--- src/rtl/parity_serial_tx_if.sv ---
// Producer-side handshake bundle for parity_serial_tx.
//   in_valid : producer has a word on in_data
//   in_ready : transmitter can accept a word (high only in IDLE)
//   in_data  : DATA_W-bit word to transmit
//   odd_mode : 0 = even parity, 1 = odd parity; sampled at accept
interface parity_serial_tx_if #(
   parameter int unsigned DATA_W = 4
);
   logic              in_valid;
   logic              in_ready;
   logic [DATA_W-1:0] in_data;
   logic              odd_mode;

   modport master (output in_valid, output in_data, output odd_mode, input in_ready);
   modport slave  (input in_valid, input in_data, input odd_mode, output in_ready);
endinterface

--- src/rtl/parity_serial_tx.sv ---
// Serial frame transmitter: start bit, DATA_W data bits LSB first, parity bit,
// stop bit; every bit is held for CLKS_PER_BIT clocks.
//   clk, rst_n : clock, asynchronous active-low reset
//   bus        : slave side of the valid/ready word handshake (parity_serial_tx_if)
//   tx         : serial line, idles high
//   busy       : high from START through STOP
//   done       : one-cycle pulse in the first IDLE cycle after a frame
//   frame_cnt  : completed frames, wraps at 256
module parity_serial_tx #(
   parameter int unsigned DATA_W       = 4,
   parameter int unsigned CLKS_PER_BIT = 4
) (
   input  logic                  clk,
   input  logic                  rst_n,
   parity_serial_tx_if.slave     bus,
   output logic                  tx,
   output logic                  busy,
   output logic                  done,
   output logic [7:0]            frame_cnt
);

   localparam int unsigned DIV_W = (CLKS_PER_BIT > 1) ? $clog2(CLKS_PER_BIT) : 1;
   localparam int unsigned CNT_W = (DATA_W > 1) ? $clog2(DATA_W) : 1;
   localparam logic [DIV_W-1:0] DIV_LAST = DIV_W'(CLKS_PER_BIT - 1);
   localparam logic [CNT_W-1:0] BIT_LAST = CNT_W'(DATA_W - 1);

   typedef enum logic [2:0] {IDLE, START, DATA, PARITY, STOP} state_t;

   state_t             state_q, state_d;
   logic [DIV_W-1:0]   div_q, div_d;
   logic [CNT_W-1:0]   bit_q, bit_d;
   logic [DATA_W-1:0]  shreg_q, shreg_d;
   logic               par_q, par_d;
   logic               tx_d, busy_d, done_d;
   logic [7:0]         frame_cnt_d;
   logic               bit_end;

   assign bus.in_ready = (state_q == IDLE);
   assign bit_end      = (div_q == DIV_LAST);

   // State register and registered outputs
   always_ff @(posedge clk or negedge rst_n) begin
      if (!rst_n) begin
         state_q   <= IDLE;
         div_q     <= '0;
         bit_q     <= '0;
         shreg_q   <= '0;
         par_q     <= 1'b0;
         tx        <= 1'b1;
         busy      <= 1'b0;
         done      <= 1'b0;
         frame_cnt <= 8'd0;
      end else begin
         state_q   <= state_d;
         div_q     <= div_d;
         bit_q     <= bit_d;
         shreg_q   <= shreg_d;
         par_q     <= par_d;
         tx        <= tx_d;
         busy      <= busy_d;
         done      <= done_d;
         frame_cnt <= frame_cnt_d;
      end
   end

   // Next state; tx is computed one edge ahead so the line changes on the
   // same edge as the state it belongs to
   always_comb begin
      state_d     = state_q;
      div_d       = bit_end ? '0 : div_q + DIV_W'(1);
      bit_d       = bit_q;
      shreg_d     = shreg_q;
      par_d       = par_q;
      tx_d        = tx;
      busy_d      = busy;
      done_d      = 1'b0;
      frame_cnt_d = frame_cnt;

      unique case (state_q)
         IDLE: begin
            div_d = '0;
            tx_d  = 1'b1;
            if (bus.in_valid) begin
               shreg_d = bus.in_data;
               par_d   = (^bus.in_data) ^ bus.odd_mode;
               state_d = START;
               tx_d    = 1'b0;
               busy_d  = 1'b1;
            end
         end
         START: begin
            if (bit_end) begin
               state_d = DATA;
               tx_d    = shreg_q[0];
            end
         end
         DATA: begin
            if (bit_end) begin
               shreg_d = shreg_q >> 1;
               if (bit_q == BIT_LAST) begin
                  bit_d   = '0;
                  state_d = PARITY;
                  tx_d    = par_q;
               end else begin
                  bit_d = bit_q + CNT_W'(1);
                  tx_d  = shreg_d[0];
               end
            end
         end
         PARITY: begin
            if (bit_end) begin
               state_d = STOP;
               tx_d    = 1'b1;
            end
         end
         STOP: begin
            if (bit_end) begin
               state_d     = IDLE;
               tx_d        = 1'b1;
               busy_d      = 1'b0;
               done_d      = 1'b1;
               frame_cnt_d = frame_cnt + 8'd1;
            end
         end
         default: begin
            state_d = IDLE;
            tx_d    = 1'b1;
            busy_d  = 1'b0;
         end
      endcase
   end

endmodule

--- src/flat_wrapper.sv ---
// flat-port wrapper written by rule: the top's interface ports become plain ports
module parity_serial_tx_flat 
#(
   parameter int unsigned DATA_W       = 4,
   parameter int unsigned CLKS_PER_BIT = 4
)
  (clk, rst_n, tx, busy, done, frame_cnt, bus_in_valid, bus_in_data, bus_odd_mode, bus_in_ready);
  parity_serial_tx_if #(.DATA_W(DATA_W)) bus_i ();
  input  logic clk;
  input  logic rst_n;
  output logic tx;
  output logic busy;
  output logic done;
  output logic [7:0] frame_cnt;
  input wire logic [$bits(bus_i.in_valid)-1:0] bus_in_valid;
  input wire logic [$bits(bus_i.in_data)-1:0] bus_in_data;
  input wire logic [$bits(bus_i.odd_mode)-1:0] bus_odd_mode;
  output wire logic [$bits(bus_i.in_ready)-1:0] bus_in_ready;
  assign bus_i.in_valid = bus_in_valid;
  assign bus_i.in_data = bus_in_data;
  assign bus_i.odd_mode = bus_odd_mode;
  assign bus_in_ready = bus_i.in_ready;
  parity_serial_tx #(.DATA_W(DATA_W), .CLKS_PER_BIT(CLKS_PER_BIT)) u_core (.clk(clk), .rst_n(rst_n), .bus(bus_i), .tx(tx), .busy(busy), .done(done), .frame_cnt(frame_cnt));
endmodule
--- config.mk ---
export PLATFORM = sky130hd
export DESIGN_NAME = parity_serial_tx_flat
export DESIGN_NICKNAME = d
export VERILOG_FILES = /design/src/rtl/parity_serial_tx_if.sv /design/src/rtl/parity_serial_tx.sv /design/src/flat_wrapper.sv
export SDC_FILE = /design/constraint.sdc
export NUM_CORES = 1
export LEC_CHECK = 0
export ABC_AREA = 1
export BUFFER_PORTS_ARGS = -buffer_cell sky130_fd_sc_hd__buf_2
export CAP_MARGIN = 20
export CORE_MARGIN = 2
export CORE_UTILIZATION = 55
export DETAILED_ROUTE_END_ITERATION = 12
export GPL_ROUTABILITY_DRIVEN = 0
export HOLD_SLACK_MARGIN = 0.02
export PLACE_DENSITY = 0.78
export SLEW_MARGIN = 20
export SYNTH_ARGS = -nofsm -noshare
export SYNTH_HDL_FRONTEND = slang
export SYNTH_SLANG_ARGS = --single-unit
export TNS_END_PERCENT = 1
--- constraint.sdc ---
create_clock -name clk -period 1.55 [get_ports clk]
set_input_delay 0.0775 -clock clk [delete_from_list [all_inputs] [get_ports clk]]
set_output_delay 0.0775 -clock clk [all_outputs]
set_load 0.01 [all_outputs]
==> qor.csv, run 1 <==
metric;value;unit
status;finished clean;
post_drt_wl_per_cell;11.9;um
dp.cells;209;
via_per_inst;5.18;
critPathArrivalTime;1380;ps
path_delay_family;flip-flops;
switching_share;44.0;%
grt_pass1_vias;1077;
drv_slew;0;
synth_nets;173;
routed_wl;2540;um
ios;20;
drv_cap;0;
hold_violations;0;
cts_htree_levels;1;
drt_pass1_iterations;4;
ant_nets;0;
ys_types;22;
finalNonFillerCells;214;
io_buffers;19;
num_rows;17;
yosysWarnings;0;
grt_overflow;0;
power_density;1510;mW/mm^2
synth_area;0.00128;sq mm
cp_slowest_cell;dfrtp_1;
combPwrFrac;44.2;%
p_clk_share;12.9;%
post-route-min-period;1450;ps
hpwl;2050;um
synth.avg_cell_area;7.92;sq um
finalSetupViolCount;0;
cts_tree;built;
skew;1.87;ps
area.growth.synth_to_final;13.1;%
grt_pass1_wl;4520;um
core-area;0.00221;sq mm
tns;0;ps
start_kind;flip-flop;
route.detailed.drc;0;
slew_headroom;66.7;%
worstMarginPinSlew;499;ps
initial_core_util;58.0;%
root_buffer;clkbuf_4;
max_freq;688;MHz
drt_iter0_drc;24;
n_antenna_cell;0;
drive_gt1_share;20.4;%
slowest_delay;500;ps
holdWs;26.0;ps
dieArea;0.00273;sq mm
die_x;52.3;um
seq_area_frac_synth;45.0;%
cts_sinks;23;
path_max_fanout;6;
fin_nets;198;
min_period_over_period;93.8;%
cts.clk_slew.worst_paths;130;ps
p_leak;0.000854;uW
cts_buffers;3;
path_cells;nor2_4 -> nand2_2 -> inv_1 -> buf_2;
cp-end-kind;output port;
p_switching;965;uW
clock_latency;310;ps
synthCells;162;
cts_buffer_depth;2;
die_h;52.3;um
p_int;1230;uW
hold_path.class;in -> reg;
max-vdd-ir-drop;0.000900;V
track_usage;22.4;%
post_cts_resized;0;
grt_start_max_net_pins;24;
antenna_found_initial;0;
required;1470;ps
crit_buf_inv;2;
pwr-share-seq;42.9;%
total_power;2190;uW
synth_seq_cells;23;
rsz0062_at_grt;no;
vias;1109;
fin_util;65.6;%
path_class;reg -> out;
[area by class of cell]
| class | instances | area (sq um) |
|---|---|---|
| Sequential cell | 23 | 577 |
| Fill cell | 202 | 762 |
| Clock inverter | 1 | 5.00 |
| Timing Repair Buffer | 20 | 105 |
| Multi-Input combinational cell | 118 | 627 |
| Clock buffer | 3 | 22.5 |
| Tap cell | 28 | 35.0 |
| Inverter | 21 | 78.8 |
[sequential cells by signal, summed over array words and instances (netlist names)]
signal and count:
u_core.tx 1, u_core.shreg_q 4, u_core.done 1, u_core.state_q 3, u_core.par_q 1, u_core.div_q 2
u_core.frame_cnt 8, u_core.bit_q 2, u_core.busy 1
[placed cells by master, fill, tap and decap left out, drive strengths merged, types with 2 or more instances in the layout]
| cell type | synthesis | layout |
|---|---|---|
| nand2 | 62 | 62 |
| dfrtp | 22 | 22 |
| inv | 21 | 21 |
| buf | 0 | 19 |
| nand3 | 16 | 16 |
| nor2 | 14 | 14 |
| nand4 | 7 | 7 |
| o21ai | 5 | 5 |
| xnor2 | 4 | 4 |
| xor2 | 3 | 3 |
| ha | 3 | 3 |
| clkbuf | 0 | 3 |
| a21oi | 2 | 2 |
[cell usage after synthesis (all sizes together)]
master,count,area [sq um]
o21ai,5,25.0
ha,3,37.5
dfrtp,22,551
nand2,62,273
nor2,14,78.8
xor2,3,26.3
dfstp,1,26.3
nor3,1,5.00
inv,21,78.8
nand3,16,85.1
xnor2,4,35.0
o21bai,1,7.51
a21oi,2,10.0
nand4,7,43.8
[routing by layer]
metal	track usage, %	vias up	routed length, um
met5	0	-	0
met1	29.9	514	1160
met3	4.00	5	102
met2	36.0	26	1250
li1	-	564	-
met4	8.97	0	37
[final timing paths]
| kind | start | to | slack, ps | depth (start not counted) |
|---|---|---|---|---|
| max | u_core.state_q[2]$_DFFE_PN0P_ | bus_in_ready | 100 | 4 |
| min | bus_in_data[3] | u_core.shreg_q[3]$_DFFE_PN0P_ | 30 | 3 |
| max reg2reg | u_core.div_q[0]$_DFF_PN0_ | u_core.frame_cnt[6]$_DFFE_PN0P_ | 160 | 8 |
| min reg2reg | u_core.div_q[0]$_DFF_PN0_ | u_core.div_q[0]$_DFF_PN0_ | 460 | 1 |
| max in group asynchronous | rst_n | u_core.tx$_DFFE_PN1P_ | 940 | 2 |
| min in group asynchronous | rst_n | u_core.state_q[0]$_DFFE_PN0P_ | 240 | 2 |
[kinds of logic after synthesis]
logic type | synth area share (%)
XOR/XNOR | 4.78
buffers and inverters | 6.15
flip-flops | 45.0
AO/OA/AOI/OAI | 3.32
adder cells (fa/ha/maj) | 2.93
AND/OR/NAND/NOR | 37.9
[metrics by stage]
stage	cell area, sq um	setup WS (ps)
floorplan	1280	303
global placement	1410	181
detailed placement	1410	176
CTS	1450	87.8
global route	1450	9.69
finish	1450	96.0
[power by group through the flow]
| stage | sequential (uW) | clock (uW) | combinational (uW) |
|---|---|---|---|
| after detailed placement | 954 | 0 | 979 |
| after global routing | 967 | 312 | 1130 |
| final | 940 | 284 | 970 |
| after floorplan | 936 | 0 | 733 |
| after CTS | 941 | 290 | 984 |
| after global placement | 942 | 0 | 933 |
[repair_timing]
item / CTS / global route
hold endpoints to repair: 22 / 0
setup buffers: 0 / 0
hold buffers: 1 / 0
[tightest hold or removal path, delay by kind of cell]
kind	cells	cell delay, ps
buffers and inverters	1	120
and+or+nand+nor	2	120
Power figures use the tool's default switching activity.
==> run 2: changes to the inputs <==
- CORE_ASPECT_RATIO: not set -> 1.1
==> run 2 against run 1 <==
  * Largest power group unchanged
  * Sequential cell count stayed put
  * Critical path depth stayed put
  * Sequential power is 0.4% higher
  * Clock power is 6% lower
  * Die area hardly changed
  * Core utilization is 0.46 points lower
  * Setup slack better by 49 ps
  * Count of clock-buffer cells in the layout is 1 higher
  * Hold slack better by 27 ps
  * Register-to-register slack hardly changed
  * Critical path type unchanged
==> qor.csv, run 2 (synthesis results as in run 1) <==
metric;value;unit;change
slew_headroom;67.3;%;was 66.7%
route.detailed.drc;0;;unchanged
reg2reg_depth;7;;was 8
cts_sinks;23;;unchanged
die_x;50.0;um;was 52.3 um
final_common_cell;nand2_1;;unchanged
antenna_found_initial;0;;unchanged
core-area;0.00223;sq mm;was 0.00221 sq mm
crit_buf_inv;2;;unchanged
max_freq;712;MHz;was 688 MHz
finalSetupViolCount;0;;unchanged
power_density;1500;mW/mm^2;was 1510 mW/mm^2
drt_iter0_drc;25;;was 24
clock_latency;300;ps;was 310 ps
cp_slowest_cell;dfrtp_1;;unchanged
n_antenna_cell;0;;unchanged
ios;20;;unchanged
vias;1072;;was 1,109
grt_start_max_net_pins;24;;unchanged
hold_path_end;u_core.shreg_q[3]$_DFFE_PN0P_;;unchanged
layout_common_cells;nand2_1 (56), dfrtp_1 (22), buf_2 (19);;unchanged
largest-register;u_core.frame_cnt;;unchanged
grt_pass1_vias;1030;;was 1,077
dieArea;0.00273;sq mm;about the same
hold_path.class;in -> reg;;unchanged
r2r_start;u_core.state_q[0]$_DFFE_PN0P_;;was u_core.div_q[0]$_DFF_PN0_
hpwl;1920;um;was 2050 um
root_buffer;clkbuf_4;;unchanged
min_period_over_period;90.6;%;was 93.8%
largest_register_ffs;8;;unchanged
post-route-min-period;1400;ps;was 1450 ps
post_cts_buffers;0;;unchanged
cp_num_cells;4;;unchanged
status;finished clean;;unchanged
start_kind;flip-flop;;unchanged
num_rows;18;;was 17
path_class;reg -> out;;unchanged
ant_nets;0;;unchanged
drv_cap;0;;unchanged
track_usage;19.3;%;was 22.4%
r2r_slack;150;ps;was 160 ps
initial_core_util;57.5;%;was 58.0%
fin_util;65.1;%;was 65.6%
path_max_fanout;6;;unchanged
rsz0062_at_grt;no;;unchanged
worstMarginPinSlew;491;ps;was 499 ps
io_buffers;19;;unchanged
tns;0;ps;unchanged
fillCellCount;202;;unchanged
cts_buffers;3;;unchanged
cts_tree;built;;unchanged
slowest_delay;480;ps;was 500 ps
hp-start;bus_in_data[3];;unchanged
skew;1.01;ps;was 1.87 ps
cts.clk_slew.worst_paths;120;ps;was 130 ps
grt_overflow;0;;unchanged
fin_nets;198;;unchanged
critPathArrivalTime;1330;ps;was 1380 ps
worstReg2RegEnd;u_core.shreg_q[2]$_DFFE_PN0P_;;was u_core.frame_cnt[6]$_DFFE_PN0P_
drt_pass1_iterations;4;;unchanged
post_drt_wl_per_cell;11.1;um;was 11.9 um
drive_gt1_share;19.9;%;was 20.4%
required;1470;ps;about the same
cts_buffer_depth;2;;unchanged
cts_htree_levels;1;;unchanged
hold_depth;3;;unchanged
cp-end-kind;output port;;unchanged
largestRegisters;u_core.frame_cnt (8), u_core.shreg_q (4), u_core.state_q (3);;unchanged
hold_violations;0;;unchanged
area.growth.synth_to_final;13.2;%;was 13.1%
routed_wl;2400;um;was 2540 um
path_delay_family;flip-flops;;unchanged
drv_slew;0;;unchanged
p_leak;0.000852;uW;was 0.000854 uW
path_cells;nor2_4 -> nand2_2 -> inv_1 -> buf_2;;unchanged
via_per_inst;4.96;;was 5.18
grt_pass1_wl;4040;um;was 4520 um
max-vdd-ir-drop;0.000847;V;was 0.000900 V
die_h;54.6;um;was 52.3 um
## run 2: cell types whose count changed in the layout (fill, tap and decap cells not counted)
cell | before | now
clkbuf_1 | 0 | 1
clkinv_2 | 1 | 0
## run 2: what timing repair did
action,in CTS,in global routing
hold buffers,1,0
resized for setup,0,0
endpoints found under the hold margin,22,0
## run 2: tightest hold or removal path: cells and delay by family
family / cells / cell delay (ps)
simple gates: 2 / 120
buf+inv: 1 / 120
## run 2: layer usage
| metal | up-vias | GRT usage [%] | part of all wire [%] |
|---|---|---|---|
| met5 | - | 0 | 0 |
| met3 | 2 | 1.64 | 3.2 |
| li1 | 559 | - | - |
| met2 | 21 | 36.8 | 50 |
| met1 | 490 | 22.7 | 46 |
| met4 | 0 | 7.41 | 0.50 |
## run 2: how the worst max path moves through the flow
stage	start	end	slack [ps]
detailed placement	u_core.state_q[0]$_DFFE_PN0P_	u_core.shreg_q[1]$_DFFE_PN0P_	180
CTS	u_core.state_q[0]$_DFFE_PN0P_	bus_in_ready	130
floorplan	u_core.div_q[0]$_DFF_PN0_	u_core.frame_cnt[6]$_DFFE_PN0P_	300
finish	u_core.state_q[0]$_DFFE_PN0P_	bus_in_ready	150
global placement	u_core.div_q[0]$_DFF_PN0_	u_core.frame_cnt[6]$_DFFE_PN0P_	180
global route	u_core.state_q[0]$_DFFE_PN0P_	u_core.shreg_q[2]$_DFFE_PN0P_	50
## run 2: metrics by stage
step / power, uW / cell area, sq um / setup WS [ps] / hold slack (ps) / std cells
2_1_floorplan: 1670 / 1280 / 303 / -218 / 162
3_3_place_gp: 1880 / 1420 / 175 / 70.8 / 211
3_5_place_dp: 1920 / 1420 / 177 / 72.9 / 211
4_1_cts: 2190 / 1450 / 127 / 45.6 / 216
5_1_grt: 2380 / 1450 / 48.7 / 53.9 / 216
6_report: 2170 / 1450 / 145 / 52.8 / 216
## run 2: cell type report
| class | count | area, sq um | share of cell area, % |
|---|---|---|---|
| inverter | 21 | 78.8 | 5.43 |
| multi-input combinational | 118 | 627 | 43.2 |
| tap | 30 | 37.5 | 2.59 |
| timing repair buffer | 20 | 105 | 7.24 |
| clock buffer | 4 | 26.3 | 1.81 |
| sequential | 23 | 577 | 39.7 |
## run 2: report_power, final
group / switching (uW) / total [uW] / internal, uW / leakage (uW)
Clock: 166 / 266 / 100 / 0.0000150
Combinational: 616 / 960 / 344 / 0.000539
Sequential: 157 / 944 / 787 / 0.000298
==> run 3: changes to the inputs <==
==> constraint.sdc (replaced) <==
create_clock -name clk -period 1.55 [get_ports clk]
set_input_delay 0.155 -clock clk [delete_from_list [all_inputs] [get_ports clk]]
set_output_delay 0.155 -clock clk [all_outputs]
set_load 0.01 [all_outputs]
==> run 3 against run 2 <==
  * Clock power about the same
  * Combinational power up 0.4%
  * Design area up 0.17%
  * Clock skew up 1.1 ps
  * Routed wire length up 1.6%
  * Critical path depth unchanged
  * Critical path type unchanged
  * Largest cell class unchanged
==> qor.csv, run 3 (synthesis results as in run 1) <==
metric;value;unit;change
wl_met3;56;um;was 77 um
drt_iter0_drc;22;;was 25
post-route-min-period;1460;ps;was 1400 ps
drv_slew;0;;unchanged
cp-end-kind;output port;;unchanged
required;1390;ps;was 1470 ps
drv_cap;0;;unchanged
core-area;0.00223;sq mm;unchanged
cts_htree_levels;1;;unchanged
grt_pass1_vias;1030;;unchanged
critPathArrivalTime;1310;ps;was 1330 ps
ant_nets;0;;unchanged
n_antenna_cell;0;;unchanged
slowest_delay;480;ps;about the same
p_leak;0.000849;uW;was 0.000852 uW
dieArea;0.00273;sq mm;unchanged
cts_buffer_depth;2;;unchanged
final_common_cell;nand2_1;;unchanged
cts_sinks;23;;unchanged
hold_path.class;in -> reg;;unchanged
tns;0;ps;unchanged
cts_tree;built;;unchanged
fin_nets;198;;unchanged
placedInstanceArea;0.00142;sq mm;unchanged
post_drt_wl_per_cell;11.3;um;was 11.1 um
path_cells;nor2_4 -> nand2_2 -> inv_1 -> buf_2;;unchanged
seqCellArea;579;sq um;was 577 sq um
final.setup.worst_slack;87.1;ps;was 145 ps
grt_overflow;0;;unchanged
cp_slowest_cell;dfrtp_2;;was dfrtp_1
clock_latency;300;ps;about the same
layout_common_cells;nand2_1 (56), dfrtp_1 (20), buf_2 (19);;was nand2_1 (56), dfrtp_1 (22), buf_2 (19)
via_per_inst;4.94;;was 4.96
post_cts_buffers;0;;unchanged
vias;1066;;was 1,072
route.met2.wl;1220;um;was 1210 um
finalNonFillerCells;216;;unchanged
dp.cells;211;;unchanged
routed_wl;2440;um;was 2400 um
root_buffer;clkbuf_4;;unchanged
antenna_found_initial;0;;unchanged
status;finished clean;;unchanged
grt_pass1_wl;4040;um;unchanged
hpwl;1920;um;unchanged
path_max_fanout;6;;unchanged
design_area;0.00145;sq mm;about the same
drt_pass1_iterations;4;;unchanged
path_class;reg -> out;;unchanged
die_h;54.6;um;unchanged
grt_start_max_net_pins;24;;unchanged
power_density;1500;mW/mm^2;about the same
initial_core_util;57.5;%;unchanged
largestRegisters;u_core.frame_cnt (8), u_core.shreg_q (4), u_core.state_q (3);;unchanged
largest-register;u_core.frame_cnt;;unchanged
area.growth.synth_to_final;13.4;%;was 13.2%
num_rows;18;;unchanged
hold_violations;0;;unchanged
io_buffers;19;;unchanged
drive_gt1_share;21.0;%;was 19.9%
max-vdd-ir-drop;0.000854;V;was 0.000847 V
maxUsedRoutingLayer;met4;;unchanged
ios;20;;unchanged
finalSetupViolCount;0;;unchanged
rsz0062_at_grt;no;;unchanged
cts.clk_slew.worst_paths;120;ps;about the same
skew;2.08;ps;was 1.01 ps
slew_headroom;67.1;%;was 67.3%
met1_length;1150;um;was 1110 um
worstMarginPinSlew;493;ps;was 491 ps
max_freq;684;MHz;was 712 MHz
min_period_over_period;94.4;%;was 90.6%
track_usage;19.3;%;unchanged
die_x;50.0;um;unchanged
start_kind;flip-flop;;unchanged
route.detailed.drc;0;;unchanged
largest_register_ffs;8;;unchanged
fillCellCount;201;;was 202
cts_buffers;3;;unchanged
multi_input_area;627;sq um;unchanged
pre_cts_slack;177;ps;unchanged
[run 3: cell counts in the layout (fill, tap and decap cells not counted)]
Identical to the previous run, type by type.
[run 3: critical path: cells and delay by family, from the launching register on]
kind | cells | cell delay, ps
buf+inv | 2 | 240
flops | 1 | 480
simple gates | 2 | 290
[run 3: routing by layer]
| metal | vias up | track usage [%] |
|---|---|---|
| met4 | 0 | 7.41 |
| li1 | 559 | - |
| met5 | - | 0 |
| met2 | 15 | 36.8 |
| met3 | 2 | 1.64 |
| met1 | 490 | 22.7 |
[run 3: power by group]
part | internal [uW] | switching [uW]
sequential | 792 | 158
combinational | 345 | 619
clock | 100 | 167
[run 3: metrics by stage]
step	hold WS [ps]	utilization, %	power [uW]
final	130	65.2	2180
after global routing	131	65.2	2390
after CTS	123	65.1	2190
after detailed placement	150	63.5	1920
after global placement	148	63.5	1880
after floorplan	-141	-	1670
[run 3: cell type report]
type / instances / share of cell area (%)
clock buffer: 4 / 1.81
timing repair buffer: 20 / 7.23
sequential: 23 / 39.8
tap: 30 / 2.58
inverter: 21 / 5.42
multi-input combinational: 118 / 43.1
[run 3: final timing paths]
path | start | to | slack, ps | cells after the start
hold reg to reg | u_core.div_q[0]$_DFF_PN0_ | u_core.div_q[0]$_DFF_PN0_ | 450 | 1
hold / removal | bus_in_data[3] | u_core.shreg_q[3]$_DFFE_PN0P_ | 130 | 3
max in group asynchronous | rst_n | u_core.state_q[2]$_DFFE_PN0P_ | 860 | 2
min in group asynchronous | rst_n | u_core.state_q[1]$_DFFE_PN0P_ | 340 | 2
setup / recovery | u_core.state_q[0]$_DFFE_PN0P_ | bus_in_ready | 90 | 4
setup reg to reg | u_core.state_q[0]$_DFFE_PN0P_ | u_core.shreg_q[2]$_DFFE_PN0P_ | 170 | 7
[run 3: repair_timing]
action,in CTS,in global routing
setup endpoints to repair,0,1
hold buffers,1,0
resized for setup,0,2
hold endpoints to repair,22,0
